===== src/rtl/uart_tx_fifo.sv =====
// Byte FIFO and launch sequencer feeding a UART transmitter.
// Bytes are pushed on a valid/ready interface, stored in a circular buffer, and launched one at a
// time with a single-cycle write-enable. The next byte waits for the transmitter's done pulse.
// A watchdog returns the sequencer to idle if that pulse never arrives.
module uart_tx_fifo #(
  parameter int unsigned DATA_W  = 8,
  parameter int unsigned ADDR_W  = 4,
  parameter int unsigned TIMEOUT = 8192
) (
  input  logic              clk,
  input  logic              rst,
  input  logic              wr_valid,
  input  logic [DATA_W-1:0] wr_data,
  output logic              wr_ready,
  output logic              tx_wr_en,
  output logic [DATA_W-1:0] tx_data,
  input  logic              tx_done,
  output logic              tx_busy,
  output logic [ADDR_W:0]   level,
  output logic              full,
  output logic              empty,
  output logic              overflow,
  input  logic              clr_ovf,
  output logic              tx_err
);

  localparam int unsigned DEPTH = 1 << ADDR_W;
  localparam int unsigned LVL_W = ADDR_W + 1;
  localparam int unsigned CNT_W = (TIMEOUT > 1) ? $clog2(TIMEOUT) : 1;

  localparam logic [1:0] StIdle  = 2'd0;
  localparam logic [1:0] StStart = 2'd1;
  localparam logic [1:0] StWait  = 2'd2;

  logic [DATA_W-1:0] mem [DEPTH];

  logic [1:0]        state_q, state_d;
  logic [ADDR_W-1:0] rd_ptr_q, wr_ptr_q;
  logic [LVL_W-1:0]  level_q;
  logic [CNT_W-1:0]  wdog_q, wdog_d;
  logic              tx_err_q, tx_err_d;
  logic              tx_wr_en_q;
  logic [DATA_W-1:0] tx_data_q;
  logic              overflow_q;
  logic              push, pop;

  assign full     = (level_q == LVL_W'(DEPTH));
  assign empty    = (level_q == '0);
  assign wr_ready = ~full;
  assign level    = level_q;
  assign tx_wr_en = tx_wr_en_q;
  assign tx_data  = tx_data_q;
  assign tx_busy  = (state_q != StIdle);
  assign overflow = overflow_q;
  assign tx_err   = tx_err_q;

  // Acceptance depends only on the current level, so a same-cycle pop never frees room for a push.
  assign push = wr_valid & ~full;

  // Sequencer next state: launch from idle, arm the watchdog in start, wait for done or timeout.
  always_comb begin
    state_d  = state_q;
    wdog_d   = wdog_q;
    tx_err_d = tx_err_q;
    pop      = 1'b0;
    case (state_q)
      StIdle: begin
        if (!empty) begin
          pop     = 1'b1;
          state_d = StStart;
        end
      end
      StStart: begin
        wdog_d  = '0;
        state_d = StWait;
      end
      StWait: begin
        if (tx_done) begin
          state_d = StIdle;
        end else if (wdog_q == CNT_W'(TIMEOUT - 1)) begin
          // The byte is treated as sent; it is not retried.
          tx_err_d = 1'b1;
          state_d  = StIdle;
        end else begin
          wdog_d = wdog_q + CNT_W'(1);
        end
      end
      default: state_d = StIdle;
    endcase
  end

  // Storage array; contents are not reset, pointers define what is valid.
  always_ff @(posedge clk) begin
    if (!rst && push) begin
      mem[wr_ptr_q] <= wr_data;
    end
  end

  // Pointers, level, launch register, sticky flags and sequencer state.
  always_ff @(posedge clk) begin
    if (rst) begin
      state_q    <= StIdle;
      rd_ptr_q   <= '0;
      wr_ptr_q   <= '0;
      level_q    <= '0;
      wdog_q     <= '0;
      tx_err_q   <= 1'b0;
      tx_wr_en_q <= 1'b0;
      tx_data_q  <= '0;
      overflow_q <= 1'b0;
    end else begin
      state_q    <= state_d;
      wdog_q     <= wdog_d;
      tx_err_q   <= tx_err_d;
      tx_wr_en_q <= pop;
      if (push) begin
        wr_ptr_q <= wr_ptr_q + ADDR_W'(1);
      end
      if (pop) begin
        tx_data_q <= mem[rd_ptr_q];
        rd_ptr_q  <= rd_ptr_q + ADDR_W'(1);
      end
      case ({push, pop})
        2'b10:   level_q <= level_q + LVL_W'(1);
        2'b01:   level_q <= level_q - LVL_W'(1);
        default: level_q <= level_q;
      endcase
      // A dropped push wins over a same-cycle clear.
      if (wr_valid && full) begin
        overflow_q <= 1'b1;
      end else if (clr_ovf) begin
        overflow_q <= 1'b0;
      end
    end
  end

endmodule


===== config.mk =====
export PLATFORM = sky130hd
export DESIGN_NAME = uart_tx_fifo
export DESIGN_NICKNAME = d
export VERILOG_FILES = /design/src/rtl/uart_tx_fifo.sv
export SDC_FILE = /design/constraint.sdc
export NUM_CORES = 1
export LEC_CHECK = 0
export ABC_AREA = 1
export BUFFER_PORTS_ARGS = -buffer_cell sky130_fd_sc_hd__buf_2
export CORE_ASPECT_RATIO = 1.1
export CORE_MARGIN = 4
export CORE_UTILIZATION = 55
export DETAILED_ROUTE_END_ITERATION = 7
export PLACE_DENSITY = 0.75
export SLEW_MARGIN = 40
export SYNTH_ARGS = -nofsm -noshare
export SYNTH_HDL_FRONTEND = slang
export SYNTH_SLANG_ARGS = --single-unit

===== constraint.sdc =====
create_clock -name clk -period 2.1 [get_ports clk]
set_input_delay 0.315 -clock clk [delete_from_list [all_inputs] [get_ports clk]]
set_output_delay 0.315 -clock clk [all_outputs]
set_load 0.02 [all_outputs]

## Yosys cells after proc, flatten, opt, wreduce, memory -nomap -nowiden

Memories as Yosys holds them, arrays and structs flattened. A register that Yosys moved wholly into a read port is not among the register bits.
Index checks and enable logic that the tools add are counted.

| storage, ports and cells | value |
|---|---|
| logic and storage cells | 53 |
| bits in writable memories | 128 |
| memories kept | 1 |
| bits of input ports | 13 |
| output and inout bits | 20 |
| register bits after elaboration | 31 |

Memory list:

| memory | words | bits a word | read ports | clocked after memory_dff | write ports | RTL line | text |
|---|---|---|---|---|---|---|---|
| mem | 16 | 8 | 1 | 1 | 1 | 35 | `logic [DATA_W-1:0] mem [DEPTH];` |

| operators by class | value |
|---|---|
| multiplexer cells | 14 |
| $add $sub $neg | 5 |
| bitwise gates (word level) | 3 |
| eq/ne operators | 10 |
| reductions and logical operators | 12 |

Operators by type and width:

| kind | count |
|---|---|
| $mux 13 | 2 |
| $pmux 13 s2 | 1 |
| $add 13x1->13 const B | 1 |
| $eq 13x13->1 const B | 1 |
| $pmux 5 s2 | 1 |
| $add 4x1->4 const B | 2 |
| $reduce_bool 2->1 | 4 |
| $mux 1 | 6 |
| $mux 2 | 3 |
| $ne 2x2->1 const B | 3 |
| $pmux 2 s3 | 1 |
| $reduce_and 3->1 | 2 |
| $add 5x1->5 const B | 1 |
| $eq 5x5->1 const B | 1 |
| $logic_not 5->1 | 1 |
| $sub 5x1->5 const B | 1 |
| $eq 2x1->1 const B | 2 |
| $eq 2x2->1 const B | 2 |
| $ne 3x3->1 const B | 1 |
| $logic_and 1x1->1 | 2 |
| $logic_not 2->1 | 1 |
| $not 1->1 | 2 |
| $reduce_and 2->1 | 1 |
| $and 1x1->1 | 1 |
| $logic_not 1->1 | 1 |

## Depth between registers and ports, before layout

| logic depth | value |
|---|---|
| word-level depth | 6 |
| depth in mapped cells | 16 |

## Worst setup path before layout

No wires, ideal clock.

| timing | value |
|---|---|
| kind | reg-to-reg |
| from | register level_q[1] (netlist: level[1]) |
| to | register level_q[4] (netlist: level[4]) |
| arrival | 2.269 ns |
| cell stages (with the launch flop) | 17 |
| clock period less this slack | 2.401 ns |
| path buffers | 1 |
| slack | -0.301 ns |
| library setup time | 0.132 ns |
| required time | 1.968 ns |
| cell sequence | dfxtp_1 > inv_1 > nand4_1 > nand2_1 > inv_1 > buf_2 > ha_1 > inv_1 > fa_1 > inv_1 > nand2_1 > a21oi_1 > nor2_1 > nand2_1 > nand2_1 > nand2_1 > a21oi_1 |

| between the ends | value |
|---|---|
| longest elaborated chain between the ends | 5 |
| elaborated cells on any way between the ends | 12 |
| those cells by class | 2 x add/sub; 3 x eq/ne; 3 x mux; 2 x bitwise; 2 x reduce/logical |

RTL lines:

| item | RTL line | text |
|---|---|---|
| start: declaration | 39 | `logic [LVL_W-1:0] level_q;` |
| start signal: assignment | 124 | `2'b10: level_q <= level_q + LVL_W'(1);` |
| start signal: assignment | 125 | `2'b01: level_q <= level_q - LVL_W'(1);` |
| start signal: assignment | 126 | `default: level_q <= level_q;` |
| $logic_not 5->1 (*) | 48 | `assign empty = (level_q == '0);` |
| $mux 1 (*) | 68 | `if (!empty) begin` |
| $mux 1 (*) | 66 | `case (state_q)` |
| named net pop | 45 | `logic push, pop;` |
| $eq 2x1->1 or $eq 2x2->1 (tied branches) | 123 | `case ({push, pop})` |
| $pmux 5 s2 or $reduce_bool 2->1 (tied branches) | - |  |

The timed path passes the listed nets; every way through them passes the cells marked *.
A chain may end at the register's enable or synchronous reset.

## Worst setup path in the final report

| timing | value |
|---|---|
| from | register level_q[1] (netlist: level[1]) |
| to | memory mem[5][2] (enable) |

| between the ends | value |
|---|---|
| longest elaborated chain between the ends | 6 |

RTL lines:

| item | RTL line | text |
|---|---|---|
| $eq 5x5->1 | 47 | `assign full = (level_q == LVL_W'(DEPTH));` |
| $not 1->1 | 58 | `assign push = wr_valid & ~full;` |
| $and 1x1->1 | 58 |  |
| $logic_and 1x1->1 | 94 | `if (!rst && push) begin` |
| $mux 1 | 94 |  |
| $mux 1 (not written as such) | 95 | `mem[wr_ptr_q] <= wr_data;` |
| end: declaration | 35 |  |

No other way between the ends.

==> results_dict.tcl <==
set metrics [dict create \
    hold_viol 0 \
    drc 0 \
    drt_iter0_markers 513 \
    peakVddDrop_v 0.000613 \
    grt_pass1_vias 5260 \
    critPathBufInv 5 \
    grt_max_degree 67 \
    end_kind "register" \
    path_class "reg2reg" \
    cts_tree "yes" \
    synth.cell_area_um2 7580 \
    synthCells 831 \
    rows 44 \
    p_per_area_nw_per_um2 1180 \
    min_path_type "in2reg" \
    cpMostUsedCell "buf_4" \
    maxCapViolations 0 \
    cp_top_family "buffers and inverters" \
    clock_skew_ns 0.00638 \
    final_net_count 906 \
    fin_crit_sh 0.932 \
    critPathSlowestCell "dfxtp_2" \
    outcome "finished clean" \
    wire_per_inst_um 15.7 \
    syn_to_final_growth_pct 13.7 \
    grt_pass1_wl_mm 27.2 \
    utilization 0.644 \
    synth.most_common_cell "nand2_1" \
    worstPathRequired_ns 2.23 \
    initial_utilization 0.566 \
    crit_fanout 6 \
    die_area_um2 15700 \
    power.leakage_nw 3.73 \
    syn_avg_cell_area_um2 9.12 \
    grt_use_total 0.223 \
    finalSetupViolCount 0 \
    synth_common_cells "nand2_1, edfxtp_1, nand3_1" \
    async_reset_ff_frac 0 \
    n_antenna_cell 0 \
    hpwl_mm 10.8 \
    worstMarginPinSlew_ns 0.535 \
    cts-htree-levels 4 \
    synth.top_cell.area_share 0.507 \
    ys_ff_latch 167 \
    die_w_um 120 \
    drive_gt1_frac 0.131 \
    io_pins 33 \
    timing.fmax_mhz 511 \
    wirelength_mm 17.0 \
    placed_area_um2 8040 \
    path_clk_slew_ns 0.06 \
    ctsHoldBuffers 0 \
    first_pass_iters 6 \
    yosysTopAreaCell "edfxtp_1" \
    grt-ovfl-total 0 \
    critPathLaunchType "register" \
    ys.flop_type "edfxtp_1" \
    die_y_um 131 \
    worstPathArrival_ns 2.09 \
    slew_viol_final 0 \
    antenna_found_initial 0 \
    clock_sinks 167 \
    fill_cells 1067 \
    cpPeakStageDelay_ns 0.35 \
    yosys_warnings 0 \
    final_design_area_no_fill_um2 8620 \
    syn_nets 855 \
    insertion_delay_ns 0.42 \
    portBuffers 32 \
    relSlewSlack 0.641 \
    vias 5620 \
    min_period_ns 1.96 \
    path_cells "inv_1 -> nand4_1 -> nand2_2 -> buf_4 -> buf_4 -> inv_1 -> nand2_1 -> nor2_1 -> buf_4" \
    ys_seq_area_frac 0.610 \
    final_antenna_net_count 0 \
    synth_area_leaders "edfxtp_1, nand2_1, dfxtp_1" \
    coreArea_um2 13400 \
    synth_cell_types 28 \
    synth-edff-count 128 \
    globalplace.congestion 0.863 \
    root_buffer "clkbuf_16" \
    cts_buffers 17 \
    viasPerCell 5.21 \
    clock_path_buffers 2 \
]
## state kept, by name, summed over array words and instances (netlist names)
register,cells
state_q,2
tx_data,8
level,5
mem,128
overflow,1
wr_ptr_q,4
tx_wr_en,1
wdog_q,13
tx_err,1
rd_ptr_q,4
## timing repair
item | 4_1_cts | 5_1_grt
endpoints found under the setup margin | 0 | 1
setup buffers | 0 | 4
resized for setup | 0 | 1
## power breakdown
group | internal [W] | switching [W]
Clock | 0.00172 | 0.00117
Sequential | 0.00379 | 0.000160
Combinational | 0.00109 | 0.00224
## worst min-delay path, delay by kind of cell
| kind | cells | cell delay (ns) |
|---|---|---|
| simple gates | 1 | 0.04 |
| compound gates | 1 | 0.05 |
| buf+inv | 2 | 0.11 |
## cell families after synthesis
group,Yosys count,share of synthesized area
AOI/OAI and AO/OA,38,0.0263
xor gates and xnor gates,5,0.00578
adders and majority gates,11,0.0192
buffers and inverters,150,0.0832
DFF,167,0.610
and+or+nand+nor,460,0.255
## metal layers
metal | global-route usage | routed length [um]
met1 | 0.295 | 6990
met2 | 0.371 | 8720
met3 | 0.0464 | 994
met4 | 0.0732 | 271
met5 | 0 | 0
## area by class of cell
| class | count | area, um2 | area share |
|---|---|---|---|
| clock buffers | 19 | 433 | 0.0502 |
| multi-input cells | 514 | 2340 | 0.272 |
| inverters | 116 | 437 | 0.0507 |
| well taps | 184 | 230 | 0.0267 |
| flip-flops and latches | 167 | 4630 | 0.538 |
| clock inverters | 12 | 111 | 0.0129 |
| repair buffers | 66 | 428 | 0.0497 |
## path summary, 6_finish.rpt
check        startpoint         to  slack, ns  cells past startpoint
max            level[1]  mem[5][2]       0.14                      9
min             clr_ovf   overflow       0.15                      4
max reg2reg    level[1]  mem[5][2]       0.14                      9
min reg2reg    overflow   overflow       0.46                      2
## metrics by stage
stage / setup slack [ns] / cells / hold WS, ns / total power (W) / setup TNS (ns)
after floorplan: -0.0572 / 831 / 0.414 / 0.00635 / -0.0572
after global placement: 0.192 / 1043 / 0.448 / 0.00722 / 0
after detailed placement: 0.159 / 1043 / 0.453 / 0.00727 / 0
after CTS: 0.155 / 1074 / 0.140 / 0.0101 / 0
after global routing: -0.00445 / 1078 / 0.155 / 0.0108 / -0.00507
final: 0.142 / 1078 / 0.149 / 0.0102 / 0
## cell usage in the layout, fill, tap and decap left out
cell | netlist | final
nand2_1 | 260 | 260
edfxtp_1 | 128 | 128
nand3_1 | 115 | 115
inv_1 | 112 | 110
nor2_1 | 65 | 64
dfxtp_1 | 39 | 33
buf_4 | 0 | 33
buf_2 | 19 | 32
a21oi_1 | 22 | 21
clkbuf_16 | 0 | 17
o21ai_0 | 12 | 12
ha_1 | 10 | 9
nand2_2 | 8 | 8
clkinv_1 | 3 | 8
dfxtp_2 | 0 | 6
nor2_2 | 4 | 5
nand4_1 | 4 | 4
xor2_1 | 4 | 4
clkinv_2 | 1 | 3
o21bai_1 | 3 | 3
clkinvlp_4 | 0 | 3
inv_2 | 0 | 2
bufinv_16 | 0 | 2
clkbuf_1 | 9 | 2
nor3b_1 | 1 | 1
xnor2_1 | 1 | 1
nor3_4 | 1 | 1
nand2_4 | 1 | 1
nor3_1 | 1 | 1
a21oi_2 | 0 | 1
a31oi_1 | 1 | 1
fa_2 | 0 | 1
ha_4 | 0 | 1
buf_12 | 0 | 1
(Power assumes the default switching activity.)
